`src/rtl/matmul_seq_ctrl.sv`:
```
// Sequencer for the N x N matrix-multiply datapath: loads A then B into buffers,
// walks the k-loop on the shared MAC, and hands each C element out on valid/ready.
module matmul_seq_ctrl #(
  parameter int elementsNum = 2,
  parameter int dataWidth   = 16,
  localparam int AW = (elementsNum * elementsNum > 1) ? $clog2(elementsNum * elementsNum) : 1
) (
  input  logic          clk,
  input  logic          rst,
  input  logic          valid_in,
  output logic          ready_in,
  output logic          wr_en,
  output logic          wr_sel,
  output logic [AW-1:0] wr_addr,
  output logic          rd_en,
  output logic [AW-1:0] rd_addr_a,
  output logic [AW-1:0] rd_addr_b,
  output logic          acc_en,
  output logic          acc_clr,
  input  logic          ready_out,
  output logic          valid_out,
  output logic          last,
  output logic          busy,
  output logic [2:0]    dbg_state
);

  // Handshakes: an input beat is taken when valid_in & ready_in are high on a rising
  // edge; a result is consumed when valid_out & ready_out are high on a rising edge.
  // valid_out and the accumulator stay stable until that edge.

  localparam int IW = (elementsNum > 1) ? $clog2(elementsNum) : 1;
  localparam logic [AW-1:0] LAST_W = AW'(elementsNum * elementsNum - 1);
  localparam logic [IW-1:0] LAST_I = IW'(elementsNum - 1);

  if (elementsNum < 1 || dataWidth < 1) begin : g_bad_cfg
    $error("matmul_seq_ctrl: elementsNum and dataWidth must be >= 1");
  end

  typedef enum logic [2:0] {
    S_LOAD_A  = 3'd0,
    S_LOAD_B  = 3'd1,
    S_COMPUTE = 3'd2,
    S_FLUSH   = 3'd3,
    S_OUT     = 3'd4
  } state_t;

  state_t        r_state;
  state_t        w_next;
  logic [AW-1:0] r_wcnt;
  logic [IW-1:0] r_i;
  logic [IW-1:0] r_j;
  logic [IW-1:0] r_k;
  logic          r_acc_en;
  logic          r_acc_clr;
  logic          w_beat;
  logic          w_last_elem;

  assign w_beat      = valid_in & ready_in;
  assign w_last_elem = (r_i == LAST_I) && (r_j == LAST_I);

  always_ff @(posedge clk or negedge rst) begin
    if (!rst) r_state <= S_LOAD_A;
    else      r_state <= w_next;
  end

  always_comb begin
    w_next = r_state;
    case (r_state)
      S_LOAD_A:  if (w_beat && r_wcnt == LAST_W) w_next = S_LOAD_B;
      S_LOAD_B:  if (w_beat && r_wcnt == LAST_W) w_next = S_COMPUTE;
      S_COMPUTE: if (r_k == LAST_I) w_next = S_FLUSH;
      S_FLUSH:   w_next = S_OUT;
      S_OUT:     if (ready_out) w_next = w_last_elem ? S_LOAD_A : S_COMPUTE;
      default:   w_next = S_LOAD_A;
    endcase
  end

  always_comb begin
    ready_in  = 1'b0;
    wr_sel    = 1'b0;
    rd_en     = 1'b0;
    valid_out = 1'b0;
    last      = 1'b0;
    case (r_state)
      S_LOAD_A:  ready_in = 1'b1;
      S_LOAD_B:  begin ready_in = 1'b1; wr_sel = 1'b1; end
      S_COMPUTE: rd_en = 1'b1;
      S_OUT:     begin valid_out = 1'b1; last = w_last_elem; end
      default:   ;
    endcase
  end

  // i/j wrap back to 0 on the final handshake, so the next job starts clean.
  always_ff @(posedge clk or negedge rst) begin
    if (!rst) begin
      r_wcnt    <= '0;
      r_i       <= '0;
      r_j       <= '0;
      r_k       <= '0;
      r_acc_en  <= 1'b0;
      r_acc_clr <= 1'b0;
    end else begin
      r_acc_en  <= rd_en;
      r_acc_clr <= rd_en & (r_k == '0);
      if (w_beat) r_wcnt <= (r_wcnt == LAST_W) ? '0 : r_wcnt + AW'(1);
      if (r_state == S_COMPUTE) r_k <= (r_k == LAST_I) ? '0 : r_k + IW'(1);
      if (r_state == S_OUT && ready_out) begin
        if (r_j == LAST_I) begin
          r_j <= '0;
          r_i <= (r_i == LAST_I) ? '0 : r_i + IW'(1);
        end else begin
          r_j <= r_j + IW'(1);
        end
      end
    end
  end

  assign wr_en     = w_beat;
  assign wr_addr   = r_wcnt;
  assign rd_addr_a = AW'(int'(r_i) * elementsNum + int'(r_k));
  assign rd_addr_b = AW'(int'(r_k) * elementsNum + int'(r_j));
  assign acc_en    = r_acc_en;
  assign acc_clr   = r_acc_clr;
  assign busy      = (r_state != S_LOAD_A) || (r_wcnt != '0);
  assign dbg_state = r_state;

endmodule

```
`config.mk`:
```
export PLATFORM = sky130hd
export DESIGN_NAME = matmul_seq_ctrl
export DESIGN_NICKNAME = d
export VERILOG_FILES = /design/src/rtl/matmul_seq_ctrl.sv
export SDC_FILE = /design/constraint.sdc
export NUM_CORES = 1
export LEC_CHECK = 0
export ABC_AREA = 1
export CAP_MARGIN = 20
export CORE_MARGIN = 1.5
export CORE_UTILIZATION = 40
export DETAILED_ROUTE_END_ITERATION = 16
export PLACE_DENSITY = 0.75
export SLEW_MARGIN = 20
export SYNTH_ARGS = -nofsm -noshare
export SYNTH_HDL_FRONTEND = slang
export SYNTH_SLANG_ARGS = --single-unit
```
`constraint.sdc`:
```
create_clock -name clk -period 1.4 [get_ports clk]
set_input_delay 0.14 -clock clk [delete_from_list [all_inputs] [get_ports clk]]
set_output_delay 0.14 -clock clk [all_outputs]
set_load 0.1 [all_outputs]
```
==> flow_metrics.env, run 1 <==
export IMPL_outcome="aborted with a tool error"
export IMPL_failing_step="clock tree synthesis"
export IMPL_error="[ERROR DPL-0033] detailed placement checks failed during check placement."
export IMPL_cts_root_buf="clkbuf_4"
export IMPL_pre_cts_ws_ns=0.0727
export IMPL_gp_congestion=0.768
export IMPL_fp_dieH_um=39.5
export IMPL_ctsResizeCount=8
export IMPL_cts_max_path_buffers=2
export IMPL_synth_top_area_share=0.468
export IMPL_ys_warn_count=0
export IMPL_yosysUniqueCellTypes=15
export IMPL_avgSynthCellArea_um2=7.97
export IMPL_synth_area_um2=534
export IMPL_row_count=12
export IMPL_initial_core_util=0.456
export IMPL_die_w_um=39.5
export IMPL_synth_common_cells="nand2_1 (19), dfrtp_1 (10), inv_1 (10)"
export IMPL_post_cts_buffers=13
export IMPL_cts_sinks=10
export IMPL_htree_levels=1
export IMPL_yosysSeqAreaShare=0.468
export IMPL_dp_cells=98
export IMPL_synth_ff_latch_count=10
export IMPL_boundaryPins=22
export IMPL_cts_buffers_inserted=3
export IMPL_cts_hold_buf=0
export IMPL_hpwl_mm=1.07
export IMPL_yosys_most_used_dff="dfrtp_1"
export IMPL_syn_instance_count=67
export IMPL_async_reset_ff_frac=1.00
export IMPL_synth_nets=73
export IMPL_synth_most_common_cell="nand2_1"
export IMPL_place_area_um2=991
export IMPL_synth_edf_count=0
export IMPL_port_buffers=21
export IMPL_ys_top_cells_by_area="dfrtp_1 (47%), nand2_1 (13%), inv_1 (7.0%)"
export IMPL_yosysTopAreaCell="dfrtp_1"
-- cells by family after synthesis --
family | after synthesis | share of synthesized area
xor gates and xnor gates | 1 | 0.0164
adders and majority gates | 2 | 0.0468
and+or+nand+nor | 33 | 0.283
DFF | 10 | 0.468
AOI/OAI and AO/OA | 4 | 0.0375
buffers and inverters | 17 | 0.148
-- through the flow --
stage	TNS, ns	hold slack (ns)
floorplan	-2.15	-0.156
global placement	0	0.486
detailed placement	0	0.490
==> run 2: changes to the inputs <==
--- a/config.mk
+++ b/config.mk
@@ -7,10 +7,10 @@
 export LEC_CHECK = 0
 export ABC_AREA = 1
 export CAP_MARGIN = 20
-export CORE_MARGIN = 1.5
-export CORE_UTILIZATION = 40
+export CORE_AREA = 2 2 63 65
 export DETAILED_ROUTE_END_ITERATION = 16
-export PLACE_DENSITY = 0.75
+export DIE_AREA = 0 0 65 67
+export PLACE_DENSITY_LB_ADDON = 0.15
 export SLEW_MARGIN = 20
 export SYNTH_ARGS = -nofsm -noshare
 export SYNTH_HDL_FRONTEND = slang
==> flow_metrics.env, run 2 <==
export IMPL_cts_tree="done"
export IMPL_cts_buffers_inserted=3
export IMPL_antenna_found_initial=0
export IMPL_largest_register_ff_count=3
export IMPL_antenna_cells=0
export IMPL_skew_ns=0.00160
export IMPL_met2_length_um=775
export IMPL_critPathLaunchType="flop"
export IMPL_yosysUniqueCellTypes=15
export IMPL_grt_pass1_wl_mm=2.35
export IMPL_drt_iter0_drc=14
export IMPL_ant_nets=0
export IMPL_setup_worst_path_end_class="output port"
export IMPL_synth_ff_latch_count=10
export IMPL_synth_xor_area_frac=0.0164
export IMPL_crit_type="reg -> out"
export IMPL_insertion_delay_ns=0.23
export IMPL_final_nets=105
export IMPL_period_minus_slack_ns=1.41
export IMPL_vias=511
export IMPL_gp_congestion=0.682
export IMPL_core_mm2=0.00361
export IMPL_synth_top_family_by_area="simple AND/OR/NAND/NOR gates"
export IMPL_row_count=22
export IMPL_final_common_cell="buf_12"
export IMPL_hold_class="in -> async"
export IMPL_cts_root_buf="clkbuf_8"
export IMPL_cts_max_path_buffers=2
export IMPL_die_w_um=65
export IMPL_final_cell_mix="buf_12 (18), nand2_1 (17), buf_4 (10)"
export IMPL_relSlewSlack=0.677
export IMPL_finalHoldViolCount=0
export IMPL_drt_pass1_iter_count=4
export IMPL_slew_violations=0
export IMPL_fin_area_mm2=0.00118
export IMPL_port_buffers=21
export IMPL_outcome="finished, violations left"
export IMPL_worst_ep_required_time_ns=1.26
export IMPL_worstMarginPinSlew_ns=0.482
export IMPL_htree_levels=1
export IMPL_fin_ws_ns=-0.0140
export IMPL_avgSynthCellArea_um2=7.97
export IMPL_synthSimpleGateAreaFrac=0.283
export IMPL_fp_dieH_um=67
export IMPL_wl_met1_um=472
export IMPL_grt_max_degree=11
export IMPL_boundaryPins=22
export IMPL_syn_instance_count=67
export IMPL_async_reset_ff_frac=1.00
export IMPL_place_area_mm2=0.00104
export IMPL_synth_compound_area_share=0.0375
export IMPL_synth_most_common_cell="nand2_1"
export IMPL_initial_core_util=0.148
export IMPL_fmax_mhz=707
export IMPL_hpwl_mm=1.13
export IMPL_arrival_ns=1.27
export IMPL_dieArea_mm2=0.00436
export IMPL_grt_pass1_vias=524
export IMPL_wl_mm=1.40
export IMPL_yosysTopAreaCell="dfrtp_1"
export IMPL_violations="negative setup slack"
export IMPL_ys_warn_count=0
export IMPL_yosys_most_used_dff="dfrtp_1"
export IMPL_cts_sinks=10
export IMPL_grt_usage=0.0777
export IMPL_drc_errors=0
export IMPL_layout_drive_gt1_share=0.582
export IMPL_synth_nets=73
export IMPL_rsz0062_at_grt="yes"
export IMPL_cts_hold_buf=0
export IMPL_fin_crit_sh=1.01
export IMPL_ys_top_cells_by_area="dfrtp_1 (47%), nand2_1 (13%), inv_1 (7.0%)"
export IMPL_yosysSeqAreaShare=0.468
export IMPL_setup_viol=1
export IMPL_met3WireLength_um=125
export IMPL_highest_layer="met4"
export IMPL_synth_fa_ha_area_frac=0.0468
export IMPL_synth_common_cells="nand2_1 (19), dfrtp_1 (10), inv_1 (10)"
export IMPL_critPathMaxFanout=5
export IMPL_maxCapViolations=0
export IMPL_via_per_inst=3.50
export IMPL_wl_per_cell_um=9.56
export IMPL_syn_to_final_growth_pct=121
export IMPL_grt_ovfl_total=0
export IMPL_clk_pin_slew_ns=0.05
export IMPL_synth_area_um2=534
export IMPL_synth_edf_count=0
export IMPL_synth_top_area_share=0.468
export IMPL_synth_mux_area_frac=0
run 2: cell counts after synthesis:
Identical to the previous run, type by type.
run 2: final cells by class:
class,count,area [um^2]
inverters,13,76.3
repair buffers,31,465
multi-input cells,40,265
clock buffers,4,45.0
flip-flops and latches,10,267
well taps,48,60.1
fillers,372,2430
run 2: logic make-up (layout without fill, tap and decap cells):
family	Yosys count	in the layout
and+or+nand+nor	33	33
AOI/OAI and AO/OA	4	4
buffers and inverters	17	48
DFF	10	10
xor gates and xnor gates	1	1
adders and majority gates	2	2
run 2: repair_timing:
action	in CTS	in global routing
gates resized for setup	6	2
endpoints found under the setup margin	5	6
pin swaps	2	2
buffers inserted	6	3
run 2: routing by layer:
| metal | track usage | vias up |
|---|---|---|
| li1 | - | 259 |
| met1 | 0.0716 | 236 |
| met2 | 0.134 | 14 |
| met3 | 0.0473 | 2 |
| met4 | 0.0399 | 0 |
| met5 | 0 | - |
run 2: final timing paths:
path	start	endpoint	slack [ns]	cells after the start
max in group asynchronous	rst	dbg_state[1]$_DFFE_PN0P_	0.80	1
min	rst	dbg_state[2]$_DFFE_PN0P_	0.24	1
max	dbg_state[0]$_DFFE_PN0P_	last	-0.01	4
min in group clk	r_i$_DFFE_PN0P_	r_i$_DFFE_PN0P_	0.57	2
min reg2reg	r_i$_DFFE_PN0P_	r_i$_DFFE_PN0P_	0.57	2
max reg2reg	wr_addr[0]$_DFFE_PN0P_	dbg_state[1]$_DFFE_PN0P_	0.10	8
run 2: through the flow:
stage               utilization  std cells  setup slack [ns]  setup TNS [ns]  hold slack [ns]
floorplan                     -         67            -0.349           -2.15           -0.156
global placement          0.289        133             0.112               0            0.510
detailed placement        0.289        133             0.100               0            0.509
CTS                       0.319        143           -0.0301         -0.0301            0.257
global route              0.327        146           -0.0700          -0.186            0.283
finish                    0.327        146           -0.0140         -0.0140            0.239
run 2: worst max-delay path, stage by stage (launching register included):
cell	delay [ns]
dfrtp_4	0.52
nor2_4	0.16
nand2_4	0.08
nor2_4	0.10
buf_12	0.18
Power of run 2 is not shown: default switching activity piles up to over one toggle a cycle in this logic, so the estimate is an artifact.
